==> src/rtl/fu_wb_arbiter_pkg.sv <==
// Shared types and default sizing for the execute-stage writeback arbiter.
package fu_wb_arbiter_pkg;

  localparam int unsigned TRANS_ID_BITS  = 3;
  localparam int unsigned NR_FU_CHANNELS = 4;
  localparam int unsigned NR_WB_PORTS    = 2;

  typedef struct packed {
    logic [63:0] cause;
    logic [63:0] tval;
    logic        valid;
  } exception_t;

  typedef struct packed {
    logic [63:0]              result;
    logic [TRANS_ID_BITS-1:0] trans_id;
    exception_t               ex;
  } fu_wb_t;

endpackage

==> src/rtl/fu_wb_arbiter_chan_buf.sv <==
// Per-channel result FIFO with a zero-latency bypass head when empty.
module wb_chan_buf
  import fu_wb_arbiter_pkg::*;
#(
  parameter int unsigned Depth     = 2,
  parameter int unsigned DataWidth = 64
) (
  input  logic                     clk,
  input  logic                     rst_n,
  input  logic                     flush,
  input  logic                     in_valid,
  output logic                     in_ready,
  input  logic [DataWidth-1:0]     in_result,
  input  logic [TRANS_ID_BITS-1:0] in_trans_id,
  input  exception_t               in_ex,
  input  logic                     grant,
  output logic                     cand,
  output logic [DataWidth-1:0]     head_result,
  output logic [TRANS_ID_BITS-1:0] head_trans_id,
  output exception_t               head_ex
);

  localparam int unsigned PtrW = (Depth > 1) ? $clog2(Depth) : 1;
  localparam int unsigned CntW = $clog2(Depth + 1);

  logic [DataWidth-1:0]     mem_result   [Depth];
  logic [TRANS_ID_BITS-1:0] mem_trans_id [Depth];
  exception_t               mem_ex       [Depth];

  logic [PtrW-1:0] rd_ptr, wr_ptr;
  logic [CntW-1:0] count;
  logic            empty, accept, push, pop;

  function automatic logic [PtrW-1:0] ptr_inc(input logic [PtrW-1:0] p);
    return (p == PtrW'(Depth - 1)) ? '0 : p + 1'b1;
  endfunction

  assign in_ready = (count != CntW'(Depth));
  assign empty    = (count == '0);
  assign accept   = in_valid && in_ready;
  assign cand     = !empty || accept;
  // A granted handshake into an empty buffer bypasses storage entirely.
  assign push     = accept && !(empty && grant);
  assign pop      = grant && !empty;

  assign head_result   = empty ? in_result   : mem_result[rd_ptr];
  assign head_trans_id = empty ? in_trans_id : mem_trans_id[rd_ptr];
  assign head_ex       = empty ? in_ex       : mem_ex[rd_ptr];

  always_ff @(posedge clk or negedge rst_n) begin
    if (!rst_n) begin
      rd_ptr <= '0;
      wr_ptr <= '0;
      count  <= '0;
    end else if (flush) begin
      rd_ptr <= '0;
      wr_ptr <= '0;
      count  <= '0;
    end else begin
      if (push) wr_ptr <= ptr_inc(wr_ptr);
      if (pop)  rd_ptr <= ptr_inc(rd_ptr);
      if (push && !pop)      count <= count + 1'b1;
      else if (pop && !push) count <= count - 1'b1;
    end
  end

  always_ff @(posedge clk) begin
    if (push && !flush) begin
      mem_result[wr_ptr]   <= in_result;
      mem_trans_id[wr_ptr] <= in_trans_id;
      mem_ex[wr_ptr]       <= in_ex;
    end
  end

endmodule

==> src/rtl/fu_wb_arbiter.sv <==
// Round-robin writeback arbiter: NrChannels buffered FU result channels
// onto NrWbPorts scoreboard writeback ports.
module fu_wb_arbiter
  import fu_wb_arbiter_pkg::*;
#(
  parameter int unsigned NrChannels = NR_FU_CHANNELS,
  parameter int unsigned NrWbPorts  = NR_WB_PORTS,
  parameter int unsigned Depth      = 2,
  parameter int unsigned DataWidth  = 64
) (
  input  logic                                      clk_i,
  input  logic                                      rst_ni,
  input  logic                                      flush_i,
  input  logic [NrChannels-1:0]                     fu_valid_i,
  output logic [NrChannels-1:0]                     fu_ready_o,
  input  logic [NrChannels-1:0][DataWidth-1:0]      fu_result_i,
  input  logic [NrChannels-1:0][TRANS_ID_BITS-1:0]  fu_trans_id_i,
  input  exception_t [NrChannels-1:0]               fu_exception_i,
  output logic [NrWbPorts-1:0]                      wb_valid_o,
  output logic [NrWbPorts-1:0][DataWidth-1:0]       wb_result_o,
  output logic [NrWbPorts-1:0][TRANS_ID_BITS-1:0]   wb_trans_id_o,
  output exception_t [NrWbPorts-1:0]                wb_exception_o,
  output logic                                      wb_stall_o
);

  localparam int unsigned RrW   = $clog2(NrChannels);
  localparam int unsigned CandW = $clog2(NrChannels + 1);

  if (NrWbPorts < 1 || NrWbPorts > NrChannels) begin : g_bad_ports
    $error("fu_wb_arbiter: NrWbPorts must be within 1..NrChannels");
  end
  if (Depth < 1) begin : g_bad_depth
    $error("fu_wb_arbiter: Depth must be at least 1");
  end

  logic [NrChannels-1:0]    cand, grant;
  logic [DataWidth-1:0]     head_result   [NrChannels];
  logic [TRANS_ID_BITS-1:0] head_trans_id [NrChannels];
  exception_t               head_ex       [NrChannels];
  logic [RrW-1:0]           rr_ptr, rr_next;
  logic [CandW-1:0]         n_cand;
  logic                     active;
  logic                     dup_id;

  for (genvar c = 0; c < NrChannels; c++) begin : g_chan
    wb_chan_buf #(
      .Depth     (Depth),
      .DataWidth (DataWidth)
    ) u_buf (
      .clk           (clk_i),
      .rst_n         (rst_ni),
      .flush         (flush_i),
      .in_valid      (fu_valid_i[c]),
      .in_ready      (fu_ready_o[c]),
      .in_result     (fu_result_i[c]),
      .in_trans_id   (fu_trans_id_i[c]),
      .in_ex         (fu_exception_i[c]),
      .grant         (grant[c]),
      .cand          (cand[c]),
      .head_result   (head_result[c]),
      .head_trans_id (head_trans_id[c]),
      .head_ex       (head_ex[c])
    );
  end

  // Gating on rst_ni keeps the bypass path quiet while reset is held.
  assign active = rst_ni && !flush_i;

  always_comb begin
    int unsigned idx;
    int unsigned nport;
    grant          = '0;
    wb_valid_o     = '0;
    wb_result_o    = '0;
    wb_trans_id_o  = '0;
    wb_exception_o = '0;
    n_cand         = '0;
    rr_next        = rr_ptr;
    nport          = 0;
    for (int unsigned i = 0; i < NrChannels; i++) begin
      idx = int'(rr_ptr) + i;
      if (idx >= NrChannels) idx = idx - NrChannels;
      if (active && cand[idx]) begin
        n_cand = n_cand + 1'b1;
        if (nport < NrWbPorts) begin
          grant[idx]            = 1'b1;
          wb_valid_o[nport]     = 1'b1;
          wb_result_o[nport]    = head_result[idx];
          wb_trans_id_o[nport]  = head_trans_id[idx];
          wb_exception_o[nport] = head_ex[idx];
          rr_next = (idx == NrChannels - 1) ? '0 : RrW'(idx + 1);
          nport   = nport + 1;
        end
      end
    end
  end

  assign wb_stall_o = (n_cand > CandW'(NrWbPorts));

  always_ff @(posedge clk_i or negedge rst_ni) begin
    if (!rst_ni)      rr_ptr <= '0;
    else if (flush_i) rr_ptr <= '0;
    else              rr_ptr <= rr_next;
  end

  always_comb begin
    dup_id = 1'b0;
    for (int unsigned i = 0; i < NrWbPorts; i++) begin
      for (int unsigned j = i + 1; j < NrWbPorts; j++) begin
        if (wb_valid_o[i] && wb_valid_o[j] && (wb_trans_id_o[i] == wb_trans_id_o[j])) dup_id = 1'b1;
      end
    end
  end

  assert property (@(posedge clk_i) disable iff (!rst_ni) !dup_id);

endmodule

==> config.mk <==
export PLATFORM = sky130hd
export DESIGN_NAME = fu_wb_arbiter
export DESIGN_NICKNAME = d
export VERILOG_FILES = /design/src/rtl/fu_wb_arbiter_pkg.sv /design/src/rtl/fu_wb_arbiter_chan_buf.sv /design/src/rtl/fu_wb_arbiter.sv
export SDC_FILE = /design/constraint.sdc
export NUM_CORES = 2
export LEC_CHECK = 0
export CORE_MARGIN = 10
export CORE_UTILIZATION = 40
export DETAILED_ROUTE_END_ITERATION = 8
export PLACE_DENSITY = 0.71
export RECOVER_POWER = 50
export SLEW_MARGIN = 30
export SYNTH_ARGS = -nofsm -noshare
export SYNTH_HDL_FRONTEND = slang
export SYNTH_HIERARCHICAL = 1
export SYNTH_SLANG_ARGS = --single-unit
==> constraint.sdc <==
create_clock -name clk_i -period 20.5 [get_ports clk_i]
set_clock_uncertainty 0.2 [all_clocks]
set_input_delay 5.125 -clock clk_i [delete_from_list [all_inputs] [get_ports clk_i]]
set_output_delay 5.125 -clock clk_i [all_outputs]
set_load 0.01 [all_outputs]
; ---- Word-level counts from Yosys, hierarchy flattened
; Memories as Yosys holds them, arrays and structs flattened.
; Cells that the tools add are included.
; Widths: inputs -> output; s select.
[totals]
ff_bits = 18
ram_bits = 1568
input_bits = 791
out_inout_bits = 399
wordCells = 379
memories = 12
[classes]
addsub = 32
order_cmp = 26
n_eq_ne = 8
mux = 201
bitwise = 10
reduce_logical = 77
[memory_table]
columns = memory, words, width, read_ports, rd_ports_with_merged_regs, wr, line
row1 = g_chan[0].u_buf.mem_ex, 2, 129, 1, 0, 1, fu_wb_arbiter_chan_buf.sv:28  ; exception_t mem_ex [Depth];
row2 = g_chan[1].u_buf.mem_ex, 2, 129, 1, 0, 1, fu_wb_arbiter_chan_buf.sv:28
row3 = g_chan[2].u_buf.mem_ex, 2, 129, 1, 0, 1, fu_wb_arbiter_chan_buf.sv:28
row4 = g_chan[3].u_buf.mem_ex, 2, 129, 1, 0, 1, fu_wb_arbiter_chan_buf.sv:28
row5 = g_chan[0].u_buf.mem_result, 2, 64, 1, 0, 1, fu_wb_arbiter_chan_buf.sv:26  ; logic [DataWidth-1:0] mem_result [Depth];
row6 = g_chan[1].u_buf.mem_result, 2, 64, 1, 0, 1, fu_wb_arbiter_chan_buf.sv:26
row7 = 6 more memories, --, --, --, --, --, --
[op_table]
columns = operator, count
row1 = $mux 129, 16
row2 = $mux 258, 6
row3 = $bmux 129 s2, 4
row4 = $mux 64, 16
row5 = $bwmux 258, 3
row6 = $mux 128, 6
row7 = $bmux 64 s2, 4
row8 = $demux 129 s1, 3
row9 = $bwmux 128, 3
row10 = $mux 32, 8
row11 = $ge 32x1->1 const B, 7
row12 = $demux 64 s1, 3
row13 = $lt 32x2->1 const B, 6
row14 = $ge 33x3->1 const B, 4
row15 = $not 32->33, 4
row16 = $eq 32x2->1 const B, 4
row17 = $lt 32x3->1 const B, 4
row18 = $add 32x1->32 const B, 2
row19 = $mux 2, 30
row20 = $mux 3, 19
row21 = $mux 1, 46
row22 = $logic_and 1x1->1, 40
row23 = $mux 6, 6
row24 = $mux 4, 7
row25 = 26 further kinds, 103

; ---- Longest topological paths before layout
[logic_depth]
ltp_word = 24
ltp_mapped = 18
mapped_depth_nobuf = 14

; ---- Modules after synthesis
; The synthesis kept the hierarchy.
[by_module_without_submodules]
columns = module, instances, cells_per_inst, area_each_um2, seq_area_each_um2
row1 = wb_chan_buf at g_chan[1].u_buf ..., 3, 1071, 16981.3, 11871.4
row2 = fu_wb_arbiter, 1, 3346, 31507.7, 50.0
row3 = wb_chan_buf at g_chan[0].u_buf, 1, 1071, 16300.6, 11871.4

; ---- Least setup slack after synthesis
; OpenSTA, ideal clock, no wires.
[synth_timing]
path_type = input -> register
from = input port fu_valid_i[2]
to = memory g_chan[0].u_buf/mem_ex[1][0] in the netlist's numbering (enable)
setup_time_ps = 1033
arrival_time_ps = 21518
t_required_ps = 19267
slack_ps = -2251
stages = 12
path_buffers = 4
cell_sequence = or3_1 -> buf_2 -> mux4_2 -> buf_2 -> buf_2 -> buf_2 -> a22oi_1 -> nor2_1 -> a221o_1 -> nor2_1 -> o21ai_0 -> nor3b_1
[synth_between]
elab_chain_cells = 21
word_cells_on_any_way = 40
classes_between = 2 x add/sub / 3 x order compare / 22 x mux / 3 x bitwise / 10 x reduce/logical
[synth_rtl]
columns = element, line
row1 = start: declaration, fu_wb_arbiter.sv:14  ; input logic [NrChannels-1:0] fu_valid_i,
row2 = $logic_and 1x1->1 (*), fu_wb_arbiter_chan_buf.sv:40  ; assign accept = in_valid && in_ready;
row3 = $logic_or 1x1->1 (*), fu_wb_arbiter_chan_buf.sv:41  ; assign cand = !empty || accept;
row4 = $bmux 1 s2, fu_wb_arbiter.sv:83  ; if (active && cand[idx]) begin
row5 = $mux 1 (implied by the code), fu_wb_arbiter.sv:83
row6 = $logic_and 1x1->1, fu_wb_arbiter.sv:83
row7 = $mux 1 or $mux 4 (tied branches), fu_wb_arbiter.sv:83
row8 = $add 32x1->32 (tied with other cells), fu_wb_arbiter.sv:92  ; nport = nport + 1;
row9 = $mux 32 or $mux 4 (tied branches), fu_wb_arbiter.sv:85  ; if (nport < NrWbPorts) begin
row10 = (+6 left out), --
row11 = $mux 4 (*), fu_wb_arbiter.sv:83
row12 = net grant[0], fu_wb_arbiter.sv:36  ; logic [NrChannels-1:0] cand, grant;
row13 = $logic_and 1x1->1 (*), fu_wb_arbiter_chan_buf.sv:43  ; assign push = accept && !(empty && grant);
row14 = $logic_not 1->1 (*), fu_wb_arbiter_chan_buf.sv:43
row15 = $logic_and 1x1->1 (*), fu_wb_arbiter_chan_buf.sv:43
row16 = $logic_and 1x1->1 (*), fu_wb_arbiter_chan_buf.sv:68  ; if (push && !flush) begin
row17 = $mux 1 (*), fu_wb_arbiter_chan_buf.sv:68
row18 = $mux 1 (implied by the code) (*), fu_wb_arbiter_chan_buf.sv:71  ; mem_ex[wr_ptr] <= in_ex;
row19 = end: declaration, fu_wb_arbiter_chan_buf.sv:28
; Mark *: on every way through the listed nets, which the timed path passes. The rest lies on a longest branch. The select of a mux whose other input is x is not followed.

==> run summary <==
CP startpoint kind: input pin
Postcts setup bufs: 0
Placement Setup Slack: 3.65 ns
Buf+Inv Stages, Crit Path: 6
Worst setup EP type: output port
Initial core utilization: 0.402
Hold crit path type: reg2reg
Mapped Area: 0.0988 sq mm
Status: complete, but fails checks
First-pass GRT wire length: 568000 um
Hold-fix buffers at CTS: 0
Failing checks: capacitance limit, slew limit
Pleak: 36.0 nW
Antenna Nets Post-Route: 0
Worst-Margin Slew: 7.51 ns
DRC: 0
Number of cells on the worst reg-to-reg path: 13
Crit path cell chain: clkdlybuf4s50_1 -> or3_1 -> mux4_4 -> clkbuf_1 -> buf_4 -> buf_4 -> nand2_1 -> o21ai_0 -> nand3_1 -> a31oi_1 -> buf_4 -> clkdlybuf4s50_1
Largest net degree at the start of global routing: 137
Setup_tns: 0 ns
Max-Cap Viols: 9
Clock latency at the later pin of the worst-skew pair: 0.83 ns
Cell Area, Placed: 0.112 sq mm
Final nets: 9239
Clock sink total: 1586
Final setup margin: 1.53 ns
Total Die Area: 0.267 sq mm
Worst R2R End: g_chan[1].u_buf/mem_ex[0][4]$_DFFE_PP_
Layout area overhead: 19.8%
Total track usage: 0.293
Share of cells above drive strength 1: 0.239
Count leader, synth: edfxtp_1
Final non-filler cell area: 0.118 sq mm
Period Utilization, post-route: 0.925
Num CTS Buffers: 181
Hold path depth: 2
FMAX: 52.7 MHz
Setup CP Type: in2out
Top cells by area, synth: edfxtp_1 48%, mux4_2 18%, mux2i_1 8.0%, a21oi_2 2.9%, nor2_1 2.6%
Fillcell total: 21300
Top FF cell, synth: edfxtp_1
Initial antenna violation count: 301
Clk slew on worst S/H paths: 0.06 ns
Max IR drop VDD: 0.156 mV
IO Pins: 1190
Die Ht: 517 um
Synth cell types: 64
HPWL Detailed: 280000 um
Crit path max-delay cell type: clkbuf_1
Final setup vio count: 0
Synth Register Bits: 1586
Net count after synthesis: 8432
Maximum buffer depth of the clock tree: 3
Post-CTS sizing: 0
Gp weighted congestion: 0.965
1st-iter DRT viols: 12300
Gate Count Post-Synth: 7630
Row count: 182
Via/cell ratio: 6.47
Overflow after GRT: 0
CTS tree: done
Yosys warnings: 6
Power Density: 163 mW/mm^2
Worst Hold End: g_chan[3].u_buf/count[1]$_DFFE_PN0P_
CTS H-tree lvls: 4
Sequential area share after synthesis: 0.481
Worst hold path startpoint: g_chan[3].u_buf/count[1]$_DFFE_PN0P_
Worst Path Arrival: 13.64 ns
Wire per inst: 34.2 um
Post-synth top area share: 0.477
Slew HR: -4.01
Clock tree root buffer cell: clkbuf_16
Reg2reg start: rr_ptr[0]$_DFFE_PN0P_
Max-slew violations: 312
Syn_area_per_cell: 12.9 sq um
WP data required: 15.18 ns
Crit path max-delay family: buffers and inverters
Via count: 77900
Synth area leader: edfxtp_1
Die Wd: 517 um
Drt pass-1 iters: 8
Core area: 0.246 sq mm
Critical Path Max Stage Delay: 2.82 ns
Vias in the first global route: 72500
Post-synth EDFFs: 1568
Drt total wl: 412000 um
Cell mode on critical path: buf_4
CP Max Fanout: 52
IO Port Bufs: 1189
Min Tclk post-route: 18.97 ns
Final Hold Vio Count: 0
Reg2Reg Setup Slack: 5.96 ns
Async S/R FF share, synth: 0.0113
Commonest cells in the netlist: 1568 x edfxtp_1, 789 x mux4_2, 786 x mux2i_1
RSZ-0062 raised after global routing: no
## cell type report
| class | count | area, sq um | area share |
|---|---|---|---|
| Clock buffer | 214 | 4650 | 0.0393 |
| Antenna cell | 243 | 608 | 0.00514 |
| Clock inverter | 114 | 1250 | 0.0105 |
| Inverter | 8 | 30.0 | 0.000254 |
| Timing Repair Buffer | 1357 | 13600 | 0.115 |
| Multi-Input combinational cell | 5303 | 46600 | 0.394 |
| Tap cell | 3220 | 4030 | 0.0340 |
| Sequential cell | 1586 | 47600 | 0.402 |
## state kept, by name (all words and copies together) (netlist names)
register	count
rr_ptr	2
g_chan.u_buf/mem_ex	1032
g_chan.u_buf/count	8
g_chan.u_buf/mem_trans_id	24
g_chan.u_buf/wr_ptr	4
g_chan.u_buf/rd_ptr	4
g_chan.u_buf/mem_result	512
## per-layer routing
| layer | track usage | wire length (um) | vias to the layer above |
|---|---|---|---|
| li1 | - | - | 31700 |
| met1 | 0.378 | 146000 | 38500 |
| met2 | 0.443 | 182000 | 6405 |
| met3 | 0.0962 | 58100 | 1215 |
| met4 | 0.150 | 24700 | 128 |
| met5 | 0 | 816 | - |
## where the power goes
group	switching (mW)	leakage (nW)	internal (mW)
registers	0.143	14.6	4.01
logic	7.18	18.5	4.60
clock network	1.42	2.87	1.89
total	8.74	36.0	10.5
## through the flow
stage | util | power [mW] | hold WS, ns | cells
floorplan | - | 12.1 | 0.366 | 7630
global placement | 0.454 | 15.5 | 0.398 | 11500
detailed placement | 0.455 | 15.7 | 0.425 | 11500
CTS | 0.479 | 19.0 | 0.433 | 11800
global route | 0.481 | 20.0 | 0.470 | 11900
finish | 0.482 | 19.2 | 0.443 | 12000
## worst max-delay path by stage
stage	from	to	slack, ns	depth (start not counted)
final	fu_valid_i[3]	wb_result_o[58]	1.53	12
after global routing	fu_valid_i[0]	wb_result_o[58]	1.75	12
after CTS	fu_valid_i[0]	wb_result_o[49]	3.64	10
after detailed placement	fu_valid_i[1]	wb_result_o[46]	3.65	12
after global placement	fu_valid_i[1]	wb_result_o[50]	3.55	12
after floorplan	fu_valid_i[2]	g_chan[1].u_buf/mem_ex[1][0]$_DFFE_PP_	4.68	12
## tightest hold or removal path: cells and delay by family (launching register included)
family,cells,cell delay [ns]
flops,1,0.44
compound gates,2,0.17
## cell families after synthesis
group	after synthesis	share of synthesized area
xor gates and xnor gates	13	0.00115
DFF	1586	0.481
muxes	1776	0.283
and+or+nand+nor	2067	0.0936
buffers and inverters	741	0.0482
AOI/OAI and AO/OA	1436	0.0918
adders and majority gates	11	0.00139
## layout by cell type (no fill, tap or decap), drive strengths merged, types with 201 or more instances in the layout
cell / instances
mux2: 201
nand2: 597
mux4: 789
nand3: 396
edfxtp: 1568
clkdlybuf4s50: 399
a21oi: 794
nor2: 1007
clkbuf: 223
dlygate4sd3: 790
o21ai: 214
diode: 243
mux2i: 786
Power figures use the tool's default switching activity.
